`config.mk`:
```
export PLATFORM = sky130hd
export DESIGN_NAME = tog_hs_rx
export DESIGN_NICKNAME = d
export VERILOG_FILES = /design/src/rtl/tog_hs_rx.sv
export SDC_FILE = /design/constraint.sdc
export NUM_CORES = 1
export LEC_CHECK = 0
export ABC_AREA = 1
export CAP_MARGIN = 40
export CORE_MARGIN = 10
export CORE_UTILIZATION = 55
export CTS_CLUSTER_SIZE = 14
export DETAILED_ROUTE_END_ITERATION = 12
export PLACE_DENSITY_LB_ADDON = 0.1
export SYNTH_ARGS = -nofsm -noshare
export SYNTH_HDL_FRONTEND = slang
export SYNTH_SLANG_ARGS = --single-unit
```
`constraint.sdc`:
```
create_clock -name clk -period 5.3 [get_ports clk]
set_input_delay 1.06 -clock clk [delete_from_list [all_inputs] [get_ports clk]]
set_output_delay 1.06 -clock clk [all_outputs]
set_load 0.005 [all_outputs]
```
`src/rtl/tog_hs_rx.sv`:
```
// tog_hs_rx
//   Receive side of a two-phase toggle handshake. The request toggle is
//   synchronised. Each change of the synchronised toggle captures req_data into a
//   show-ahead FIFO and flips ack_tog. Stored words leave on a valid/ready
//   stream. When the FIFO is full the acknowledge is withheld, which stalls
//   the sender. No word is ever dropped.
//
// Ports
//   clk        clock, rising edge
//   rst        synchronous active-high reset
//   req_tog    request toggle (may be asynchronous to clk)
//   req_data   word from sender, stable while a request is outstanding
//   ack_tog    acknowledge toggle, flips once per captured word
//   out_valid  FIFO non-empty
//   out_ready  downstream accepts head word
//   out_data   head word, 0 while empty
//   level      words stored, 0..DEPTH
//   rx_count   words captured since reset, mod 2^16
module tog_hs_rx #(
    parameter int WIDTH       = 8,
    parameter int DEPTH       = 4,
    parameter int SYNC_STAGES = 2
) (
    input  logic                     clk,
    input  logic                     rst,
    input  logic                     req_tog,
    input  logic [WIDTH-1:0]         req_data,
    output logic                     ack_tog,
    output logic                     out_valid,
    input  logic                     out_ready,
    output logic [WIDTH-1:0]         out_data,
    output logic [$clog2(DEPTH):0]   level,
    output logic [15:0]              rx_count
);

    localparam int AW = $clog2(DEPTH);
    localparam logic [AW:0] FULL = (AW+1)'(DEPTH);

    logic [SYNC_STAGES-1:0] sync_q;
    logic [WIDTH-1:0]       mem [DEPTH];
    logic [AW-1:0]          wr_ptr, rd_ptr;
    logic                   req_s, pending, push, pop;

    assign req_s   = sync_q[SYNC_STAGES-1];
    // ack_tog holds the last toggle value already served. Any difference
    // from req_s is therefore a new word that has not yet been taken.
    assign pending = req_s != ack_tog;
    assign pop     = out_valid && out_ready;
    // When the FIFO is full, a pop in the same cycle frees the slot in time.
    assign push    = pending && ((level != FULL) || pop);

    assign out_valid = level != '0;
    assign out_data  = out_valid ? mem[rd_ptr] : '0;

    always_ff @(posedge clk) begin
        if (rst) begin
            sync_q   <= '0;
            ack_tog  <= 1'b0;
            wr_ptr   <= '0;
            rd_ptr   <= '0;
            level    <= '0;
            rx_count <= '0;
        end else begin
            sync_q <= {sync_q[SYNC_STAGES-2:0], req_tog};
            if (push) begin
                wr_ptr   <= wr_ptr + 1'b1;
                ack_tog  <= ~ack_tog;
                rx_count <= rx_count + 16'd1;
            end
            if (pop)
                rd_ptr <= rd_ptr + 1'b1;
            case ({push, pop})
                2'b10:   level <= level + 1'b1;
                2'b01:   level <= level - 1'b1;
                default: level <= level;
            endcase
        end
    end

    // Storage is not reset. out_data masks the stale contents while the FIFO is empty.
    always_ff @(posedge clk) begin
        if (!rst && push)
            mem[wr_ptr] <= req_data;
    end

endmodule
```
==> qor.csv <==
metric,value,unit
status,"complete, no violations",
remaining_drc_errors,0,
gp_congestion,0.8464,
drt_iter0_markers,248,
grt_max_degree,21,
cts_tree,built,
antenna_found_initial,0,
cts_resized,0,
placed_cells,414,
grt-ovfl-total,0,
drive_gt1_frac,0.07438,
yosys_warnings,0,
rsz0062_at_grt,false,
clkTransAtPathRegs,0.07,ns
cp-end-kind,output pin,
fin_nets,376,
finalCritPeriodShare,0.6203,
finalSetupTns,0,ns
grt_use_total,0.1586,
synth_cell_type_count,28,
cts_hold_buf,0,
r2r-start,ack_tog$_SDFFE_PP0P_,
layout_commonest_cell,nor2_1,
grt_pass1_vias,2180,
slew_headroom,0.5655,
clk_path_buf_depth,2,
ant_nets,0,
synth_top_family_by_area,simple AND/OR/NAND/NOR gates,
max_freq,304.2,MHz
r2r_slack,2.93,ns
clk_latency,0.33,ns
routedWlPerCell,15.09,um
critPathKind,reg -> out,
place_ws,1.994,ns
worst_setup_path_start_kind,flip-flop,
critPathRequiredTime,4.24,ns
r2r_end,mem[1][6]$_DFFE_PP_,
cp_max_fo,17,
holdWs,0.4201,ns
power.leakage,1.198,nW
irDropWorstVdd,0.2182,mV
synthesis.area,0.002729,mm2
first_pass_iters,5,
syn_inst,316,
portBuffers,40,
yosys_most_used_dff,edfxtp_1,
synth_compound_area_frac,0.1114,
coreArea,0.004755,mm2
dp_hpwl,4528,um
grt_pass1_wl,10520,um
ys_ff_latch,60,
synthMuxAreaShare,0,
setup_viol,0,
instances_no_fill,430,
io_pins,41,
synth-xor-area-share,0.009629,
setup_ws,2.012,ns
hold_path_class,reg -> reg,
slew_viol_final,0,
vias_per_cell,5.147,
initial_utilization,0.5739,
tightest_slew,0.6494,ns
rows,25,
ys_seq_area_frac,0.5575,
cts_sinks,60,
clockRootBuffer,clkbuf_8,
die_h,90.44,um
synth_adder_area_share,0.03026,
synth_edf_count,32,
finalHoldViolCount,0,
synth-async-reset-ratio,0,
max_cap_violations,0,
hold_end,sync_q[1]$_SDFF_PP0_,
area_growth,23.52,%
r2r_cells,5,
whs_path_depth,2,
worstHoldStart,sync_q[0]$_SDFF_PP0_,
die_w,90.44,um
htreeDepth,3,
skew,0.004754,ns
period_minus_slack,3.288,ns
dieArea,0.008179,mm2
synth_simple_gate_area_frac,0.2228,
vias,2213,
power_density,419.8,mW/mm2
postCtsSetupBuffers,0,
final_cell_mix,"nor2_1, nand2_1, clkdlybuf4s50_1",
arrival,2.23,ns
syn-num-nets,334,
cts_buffers,9,
n_antenna_cell,0,
routed_wl,6490,um
avgSynthCellArea,8.636,um2
==> state kept, by name, indices dropped and copies added (netlist names), named ones only <==
register / cells
sync_q: 2
mem: 32
rd_ptr: 2
wr_ptr: 2
level: 3
ack_tog: 1
rx_count: 16
==> stage by stage <==
step	instance area, um2	util	total power, W
global route	3371	0.7089	0.001480
detailed placement	3147	0.6618	0.0009564
finish	3371	0.7089	0.001415
global placement	3147	0.6618	0.0009454
CTS	3371	0.7089	0.001419
floorplan	2729	-	0.0007761
==> kinds of logic (layout without fill, tap and decap cells) <==
family	after synthesis	count (layout)
AOI/OAI and AO/OA	60	60
xor gates and xnor gates	3	3
adders and majority gates	6	6
buffers and inverters	41	88
DFF	60	60
and+or+nand+nor	146	146
==> synth_stat cells, drive strengths merged (2+ instances only) <==
cell / count / area [um2]
nand4: 4 / 25.02
buf: 6 / 55.05
inv: 32 / 120.1
dfxtp: 28 / 560.5
xnor2: 2 / 17.52
a21oi: 28 / 140.1
nor2: 66 / 252.7
nand2: 60 / 237.7
nand3: 13 / 75.07
clkbuf: 3 / 11.26
ha: 5 / 62.56
o21ai: 30 / 150.1
edfxtp: 32 / 960.9
==> critical path: stages, from the launching register on <==
cell and delay [ns]:
dfxtp_1 0.70, inv_2 0.25, o21ai_0 0.36, a21oi_1 0.12
clkdlybuf4s50_1 0.47
==> per-layer routing <==
metal,vias up,track usage,share of wire
met3,15,0.04738,0.056
met5,-,0,0
met1,1018,0.1996,0.46
met4,0,0.05040,0.016
li1,1120,-,-
met2,60,0.2542,0.47
==> cell type report <==
cell class,instances,area [um2]
Clock buffer,10,137.6
Clock inverter,6,86.33
Fill cell,406,1384
Inverter,32,120.1
Multi-Input combinational cell,215,1021
Sequential cell,60,1521
Tap cell,67,83.83
Timing Repair Buffer,40,400.4
==> worst max-delay path by stage <==
stage,startpoint,to
finish,flip-flop,out_data[7]
global route,flip-flop,out_data[3]
CTS,flip-flop,out_data[5]
detailed placement,out_ready,mem[3][7]$_DFFE_PP_
global placement,out_ready,mem[3][5]$_DFFE_PP_
floorplan,out_ready,level[2]$_SDFFE_PP0P_
==> report_power, final <==
group	internal, W	switching (W)
registers	0.000523	0.0000351
logic	0.000178	0.000217
clock network	0.000277	0.000184
total	0.000979	0.000436
No activity file was read; power rests on OpenSTA's default activity.
